<file path="src/rtl/ram_pkg.sv">
// Shared sizing constants and controller state encoding for the RAM
// sequencing controller.
package ram_pkg;

  localparam int DW    = 256;
  localparam int AW    = 3;
  localparam int DEPTH = 2 ** AW;

  typedef enum logic [1:0] {
    IDLE  = 2'd0,
    WRITE = 2'd1,
    READ  = 2'd2,
    CHECK = 2'd3
  } state_t;

endpackage

</file>
<file path="src/rtl/ram_seq_ctrl.sv">
// Write-then-verify controller for an external synchronous RAM used as a
// circular record buffer; every accepted record is read back and compared.
module ram_seq_ctrl
  import ram_pkg::*;
#(
  parameter int DW = ram_pkg::DW,
  parameter int AW = ram_pkg::AW
) (
  input  logic          CLK,
  input  logic          RST,
  input  logic          call,
  input  logic          suc,
  input  logic [DW-1:0] PD,
  input  logic [DW-1:0] q,
  output logic [AW-1:0] st,
  output logic          rdwr,
  output logic [DW-1:0] wd,
  output logic [DW-1:0] RES,
  output logic          res_vld,
  output logic          busy,
  output logic          full,
  output logic          empty,
  output logic          err,
  output logic          ovf
);

  localparam logic [AW:0] CAP = {1'b1, {AW{1'b0}}};

  state_t        state, next_state;
  logic [DW-1:0] pd_reg;
  logic [AW-1:0] wr_ptr, rd_ptr;
  logic [AW:0]   count;
  logic          accept, reject, pop, wr_inc;

  assign full   = (count == CAP);
  assign empty  = (count == '0);
  assign busy   = (state != IDLE);
  assign pop    = suc && !empty;
  assign wr_inc = (state == WRITE);

  always_ff @(posedge CLK) begin
    if (RST) state <= IDLE;
    else     state <= next_state;
  end

  // Fullness is judged on the registered count, so a same-cycle pop never makes room.
  always_comb begin
    next_state = state;
    accept     = 1'b0;
    reject     = 1'b0;
    case (state)
      IDLE: begin
        if (call) begin
          if (full) begin
            reject = 1'b1;
          end else begin
            accept     = 1'b1;
            next_state = WRITE;
          end
        end
      end
      WRITE:   next_state = READ;
      READ:    next_state = CHECK;
      CHECK:   next_state = IDLE;
      default: next_state = IDLE;
    endcase
  end

  // RAM port signals are registered on acceptance so they are stable for the
  // whole WRITE cycle; st then holds the written slot through READ and IDLE.
  always_ff @(posedge CLK) begin
    if (RST) begin
      st      <= '0;
      rdwr    <= 1'b0;
      wd      <= '0;
      RES     <= '0;
      res_vld <= 1'b0;
      wr_ptr  <= '0;
      rd_ptr  <= '0;
      count   <= '0;
      err     <= 1'b0;
      ovf     <= 1'b0;
    end else begin
      rdwr    <= accept;
      res_vld <= (state == CHECK);
      if (accept) begin
        st <= wr_ptr;
        wd <= PD;
      end
      if (reject) ovf <= 1'b1;
      if (wr_inc) wr_ptr <= wr_ptr + 1'b1;
      if (pop)    rd_ptr <= rd_ptr + 1'b1;
      case ({wr_inc, pop})
        2'b10:   count <= count + 1'b1;
        2'b01:   count <= count - 1'b1;
        default: count <= count;
      endcase
      if (state == CHECK) begin
        RES <= q;
        if (q != pd_reg) err <= 1'b1;
      end
    end
  end

  // Reference copy of the record for the read-back compare; data only, never reset.
  always_ff @(posedge CLK) begin
    if (accept) pd_reg <= PD;
  end

endmodule

</file>
<file path="config.mk">
export PLATFORM = sky130hd
export DESIGN_NAME = ram_seq_ctrl
export DESIGN_NICKNAME = d
export VERILOG_FILES = /design/src/rtl/ram_pkg.sv /design/src/rtl/ram_seq_ctrl.sv
export SDC_FILE = /design/constraint.sdc
export NUM_CORES = 1
export LEC_CHECK = 0
export ABC_AREA = 0
export BUFFER_PORTS_ARGS = -buffer_cell sky130_fd_sc_hd__buf_2
export CAP_MARGIN = 20
export CORE_AREA = 2 2 401 403
export CTS_CLUSTER_DIAMETER = 150
export DETAILED_ROUTE_END_ITERATION = 10
export DIE_AREA = 0 0 403 405
export GPL_TIMING_DRIVEN = 0
export HOLD_SLACK_MARGIN = 0.15
export PLACE_DENSITY_LB_ADDON = 0.3
export SLEW_MARGIN = 20
export SYNTH_ARGS = -nofsm -noshare
export SYNTH_HDL_FRONTEND = slang
export SYNTH_SLANG_ARGS = --single-unit
</file>
<file path="constraint.sdc">
create_clock -name CLK -period 8.7 [get_ports CLK]
set_input_delay 1.74 -clock CLK [delete_from_list [all_inputs] [get_ports CLK]]
set_output_delay 1.74 -clock CLK [all_outputs]
set_load 0.01 [all_outputs]
</file>
==> results.ini, run 1 <==
[final_layout]
final_cells=5938
nets=4284
areaGrowthSynthToFinish_pct=39.2
fillers=17300
layout-drive-gt1-share_pct=34.2

[synth]
yosys.area.top_type=dfxtp_1
synthesis.area_um2=28900
synth_most_common_cell=dfxtp_1
syn_avg_cell_area_um2=11.1
synth-seq-cells=784
yosysWarnings=0
syn-num-nets=3140
ys.flop_type=dfxtp_1
postSynthCellCount=2616
synth_edf_count=256
ys_async_sr_fraction_pct=0
yosysTopAreaCellShare_pct=36.5
synthTopCellsByCount=dfxtp_1 (528), nand2_1 (520), nor2_1 (267), a21oi_1 (264), xor2_1 (260)
synth_cell_type_count=30
yosysSeqAreaShare_pct=63.1
synthTopCellsByArea=dfxtp_1 (37%), edfxtp_1 (27%), mux2i_1 (9.0%)

[cts]
clk_latency_ns=0.70
clkTransAtPathRegs_ns=0.06
ctsHtreeMaxLevel=3
postCtsHoldBufs=0
cts_setup_buffers=0
cts_tree=built
root_buffer=clkbuf_16
cts-resized-gates=0
clk_path_buf_depth=3
cts_inserted_buffers=93
clkSinkCount=784

[status]
status=complete, no violations

[critical_path]
worstPathArrival_ns=5.23
crit_fanout=2
rr_startpoint=pd_reg[199]$_DFFE_PP_
crit_path_end_kind=flip-flop
crit_required_ns=9.29
reg2reg_depth=6
path_class=in2reg
r2r_end=err$_SDFFE_PP0P_
reg2reg_slack_ns=4.74
critPathLaunchType=input port

[drt]
avgRoutedWirePerCell_um=29.2
routed_via_density=4.09
firstDrtPassIters=5
detail-route-antenna-nets=0
vias=24300
routed_wl_mm=173
drt_iter0_markers=1745
drc=0

[power_and_ir_drop]
pwr-share-seq_pct=39.0
vdd_drop_max_mv=0.148
powerDensity_nw_per_um2=320
combPwrFrac_pct=29.7
pwr-share-clk_pct=31.3
p_switching_uw=4780
switching_share_pct=37.1
p_leak_uw=0.0169
power.internal_uw=8110

[worst_hold_path]
holdPathEnd=wd[30]$_SDFFE_PP0P_
worstHoldStart=wd[30]$_SDFFE_PP0P_
min_path_type=reg2reg
hold_depth=2

[global_routing]
gr-total-overflow=0
antenna_found_initial=49
grt_pass1_wl_mm=219
grtUsageTotal_pct=20.4
grt_max_degree=78
grt_pass1_vias=23100

[timing]
rsz0062_at_grt=false
setup-violations-final=0
fmax_ghz=0.215
finalHoldViolCount=0
fin_setup_tns_ns=0
holdWs_ns=0.452
finalClockSkew_ns=0.0425
tightest_slew_ns=1.38
slew_viol_final=0
min_period_ns=4.64
slew_headroom_pct=7.97
finalCritPeriodShare_pct=53.4

[run]
maxCapViolations=0

[placed_design]
gp_congestion=0.900
dp_hpwl_mm=146
portBuffers=1036
post-place-cells=5751

[floorplan]
die_y_um=405
fp-row-count=147
core_um2=159000
fp.dieW_um=403
dieArea_um2=163000
ioPinCount=1038
start_util_pct=18.2

==> metrics by stage <==
stage	instance area (µm²)	setup WS [ns]	total power [µW]	util, %
floorplan	28900	3.14	6820	-
CTS	40300	3.98	13100	25.3
finish	40300	4.06	12900	25.3
global placement	36700	-0.103	9030	23.1
global route	40300	4.12	13500	25.3
detailed placement	37100	3.21	9030	23.3
==> worst max-delay path: stages <==
cell     delay, ns
buf_2         0.15
xor2_1        0.27
nor4_1        0.99
nand4_1       0.17
nor4_1        0.81
nand4_1       0.68
a22o_1        0.40
==> power groups by stage <==
stage          clock [µW]  combinational, µW  sequential, µW
6_report             4030               3820            5030
5_1_grt              4270               4110            5110
4_1_cts              4140               3950            5030
3_5_place_dp            0               3930            5100
3_3_place_gp            0               3840            5190
2_1_floorplan           0               1540            5270
==> layout make-up <==
cell class | instances | area [µm²] | share of cell area (%)
Multi-Input combinational cell | 1680 | 10000 | 24.9
Antenna cell | 11 | 27.5 | 0.0683
Tap cell | 2086 | 2610 | 6.48
Inverter | 7 | 26.3 | 0.0652
Buffer | 145 | 773 | 1.92
Timing Repair Buffer | 1049 | 5420 | 13.4
Clock inverter | 28 | 294 | 0.729
Clock buffer | 148 | 2860 | 7.10
Sequential cell | 784 | 18300 | 45.3
==> cells in the final DEF (no fill, tap or decap), types with 9 or more instances in the layout <==
master / instances
buf_4: 18
dfxtp_1: 528
a21oi_1: 264
diode_2: 11
nor4_2: 11
xor2_2: 9
buf_6: 11
nand4_1: 17
xor2_1: 251
clkbuf_8: 22
nor4_1: 58
nor2_1: 267
mux2i_1: 259
buf_2: 1096
clkbuf_16: 98
clkbuf_1: 78
edfxtp_1: 256
clkinv_2: 11
nand2_1: 520
clkbuf_2: 9
==> worst max path at each step <==
stage	from	endpoint	slack (ns)	depth (start not counted)
3_3_place_gp	call	pd_reg[48]$_DFFE_PP_	-0.10	4
5_1_grt	q[203]	err$_SDFFE_PP0P_	4.12	7
2_1_floorplan	call	pd_reg[0]$_DFFE_PP_	3.14	3
6_report	q[199]	err$_SDFFE_PP0P_	4.06	7
4_1_cts	q[203]	err$_SDFFE_PP0P_	3.98	7
3_5_place_dp	q[203]	err$_SDFFE_PP0P_	3.21	7
==> cell families (layout without fill, tap and decap cells) <==
logic type,after synthesis,after routing,share of synthesized area [%]
flops,784,784,63.1
fa+ha+maj,8,8,0.346
compound gates,270,270,4.70
simple gates,881,881,12.3
other cells,0,11,0
buf+inv,152,1377,2.69
xor+xnor,262,262,7.93
mux,259,259,8.96
==> metal layers <==
metal	up-vias	wire, µm	global-route usage (%)
li1	11200	-	-
met1	11800	70300	25.0
met2	1096	83500	34.3
met3	219	12800	5.45
met4	30	6380	7.41
met5	-	181	0
No activity file was read; power rests on OpenSTA's default activity.
==> run 2, diff against run 1 <==
--- a/config.mk
+++ b/config.mk
@@ -8,10 +8,10 @@
 export ABC_AREA = 0
 export BUFFER_PORTS_ARGS = -buffer_cell sky130_fd_sc_hd__buf_2
 export CAP_MARGIN = 20
-export CORE_AREA = 2 2 401 403
+export CORE_AREA = 2 2 399 401
 export CTS_CLUSTER_DIAMETER = 150
 export DETAILED_ROUTE_END_ITERATION = 10
-export DIE_AREA = 0 0 403 405
+export DIE_AREA = 0 0 401 403
 export GPL_TIMING_DRIVEN = 0
 export HOLD_SLACK_MARGIN = 0.15
 export PLACE_DENSITY_LB_ADDON = 0.3
==> constraint.sdc (replaced) <==
create_clock -name CLK -period 3.8 [get_ports CLK]
set_input_delay 0.76 -clock CLK [delete_from_list [all_inputs] [get_ports CLK]]
set_output_delay 0.76 -clock CLK [all_outputs]
set_load 0.01 [all_outputs]
==> results.ini, run 2 (synthesis results as in run 1) <==
[floorplan]
core_um2=157000  ; -1.1%
dieArea_um2=162000  ; -0.99%
fp-row-count=146  ; -0.68%
fp.dieW_um=401  ; -0.50%
start_util_pct=18.4  ; +0.21 points
die_y_um=403  ; -0.49%
ioPinCount=1038  ; unchanged

[drt]
routed_via_density=4.12  ; +0.59%
avgRoutedWirePerCell_um=29.4  ; +0.88%
firstDrtPassIters=5  ; unchanged
routed_wl_mm=174  ; +0.75%
drt_iter0_markers=1912  ; +9.6%
detail-route-antenna-nets=0  ; unchanged
drc=0  ; unchanged
vias=24400  ; +0.45%

[power_and_ir_drop]
switching_share_pct=37.3  ; +0.20 points
pwr-share-seq_pct=38.8  ; -0.2 points
combPwrFrac_pct=29.6  ; about the same
p_leak_uw=0.0169  ; about the same
p_total_uw=29700  ; +130%
p_switching_uw=11100  ; +130%
pwr-share-clk_pct=31.6  ; +0.3 points
powerDensity_nw_per_um2=736  ; +130%
power.internal_uw=18600  ; +130%
vdd_drop_max_mv=0.330  ; +120%

[run]
maxCapViolations=0  ; unchanged

[timing]
tightest_slew_ns=1.18  ; -0.198 ns
finalCritPeriodShare_pct=93.7
finalHoldViolCount=0  ; unchanged
slew_headroom_pct=21.2  ; +13 points
setup-violations-final=0  ; unchanged
finalClockSkew_ns=0.0147  ; -0.0278 ns
min_period_ns=3.56
slew_viol_final=0  ; unchanged
rsz0062_at_grt=false
fmax_ghz=0.281
fin_setup_tns_ns=0  ; unchanged

[cts]
cts_tree=built
clkSinkCount=784  ; unchanged
cts_inserted_buffers=95  ; +2.2%
root_buffer=clkbuf_16
postCtsHoldBufs=0  ; unchanged
cts_setup_buffers=0  ; unchanged
clk_path_buf_depth=3  ; unchanged
clk_latency_ns=0.70  ; about the same
clkTransAtPathRegs_ns=0.06  ; about the same
ctsHtreeMaxLevel=3  ; unchanged
cts-resized-gates=0  ; unchanged

[worst_hold_path]
holdPathEnd=pd_reg[131]$_DFFE_PP_
worstHoldStart=PD[131]
hold_depth=1  ; -1
min_path_type=in2reg

[global_routing]
grt_max_degree=85  ; +9.0%
grtUsageTotal_pct=20.7  ; +0.35 points
gr-total-overflow=0  ; unchanged
grt_pass1_vias=23200  ; +0.73%
antenna_found_initial=58  ; +18%
grt_pass1_wl_mm=221  ; +1.1%

[placed_design]
gp_congestion=0.883  ; -1.9%
portBuffers=1036  ; unchanged
dp_hpwl_mm=146  ; about the same

[status]
status=complete, no violations

[critical_path]
path_class=reg2reg
reg2reg_slack_ns=0.24  ; -4.50 ns
reg2reg_depth=6  ; unchanged
critPathLaunchType=flip-flop
r2r_end=err$_SDFFE_PP0P_
worstPathArrival_ns=4.15  ; -1.08 ns
crit_path_end_kind=flip-flop
rr_startpoint=pd_reg[135]$_DFFE_PP_
crit_fanout=1  ; -1
crit_required_ns=4.39  ; -4.90 ns

[final_layout]
layout_common_cells=buf_2 (1096), dfxtp_1 (528), nand2_1 (520)
nets=4288  ; +0.093%
areaGrowthSynthToFinish_pct=39.2  ; about the same
final_common_cell=buf_2
layout-drive-gt1-share_pct=34.2  ; -0.044 points

==> run 2: changes by cell type in the layout (fill, tap and decap cells not counted), moves of 3 or more <==
cell / change
clkinv_4: +3
nor4_1: -3
clkinv_1: +4
xor2_2: -3
buf_4: +3
xor2_1: +3
clkinv_2: +6
clkbuf_8: -8
nor4_2: +3
==> run 2: final cells by class <==
cell class / count / area (µm²)
antenna: 12 / 30.0
buffer: 145 / 771
clock buffer: 140 / 2780
clock inverter: 39 / 394
fill: 17000 / 117000
inverter: 7 / 26.3
multi-input combinational: 1680 / 10000
sequential: 784 / 18300
tap: 2072 / 2590
timing repair buffer: 1051 / 5410
==> run 2: worst max path at each step <==
stage / start / end / slack (ns) / cells after the start
CTS: pd_reg[203]$_DFFE_PP_ / err$_SDFFE_PP0P_ / 0.10 / 6
global route: state[0]$_SDFFE_PP0P_ / pd_reg[105]$_DFFE_PP_ / 0.18 / 7
floorplan: call / pd_reg[0]$_DFFE_PP_ / 0.58 / 3
global placement: call / wd[217]$_SDFFE_PP0P_ / -2.22 / 6
finish: pd_reg[135]$_DFFE_PP_ / err$_SDFFE_PP0P_ / 0.24 / 6
detailed placement: q[203] / err$_SDFFE_PP0P_ / -0.41 / 7
==> run 2: power groups by stage <==
stage	clock (µW)	combinational, µW	sequential (µW)
CTS	9610	9080	11500
detailed placement	0	9050	11700
floorplan	0	3530	12000
global route	9890	9410	11700
finish	9380	8790	11500
global placement	0	8830	11700
==> run 2: per-stage QoR <==
step / utilization, % / cell area, µm² / hold slack [ns] / std cells / worst slack (ns)
after CTS: 25.6 / 40300 / 0.153 / 5917 / 0.104
after global placement: 23.3 / 36700 / 0.441 / 5724 / -2.22
final: 25.6 / 40300 / 0.243 / 5930 / 0.240
after floorplan: - / 29000 / 0.444 / 2616 / 0.578
after global routing: 25.6 / 40300 / 0.190 / 5925 / 0.180
after detailed placement: 23.5 / 37100 / 0.443 / 5738 / -0.407
==> run 2: metal layers <==
layer  up-vias  GRT usage (%)  routed length (µm)
li1      11200              -                   -
met1     11900           25.6               71400
met2      1116           35.3               84900
met3       207           4.83               12600
met4        30           6.94                5280
met5         -          0.416                 261
==> run 2: critical path, stage by stage (launching register included) <==
cell and delay (ns):
edfxtp_1 0.37, xor2_1 0.30, nor4_1 0.99, nand4_1 0.22
nor4_2 0.66, nand4_1 0.53, a22o_1 0.35
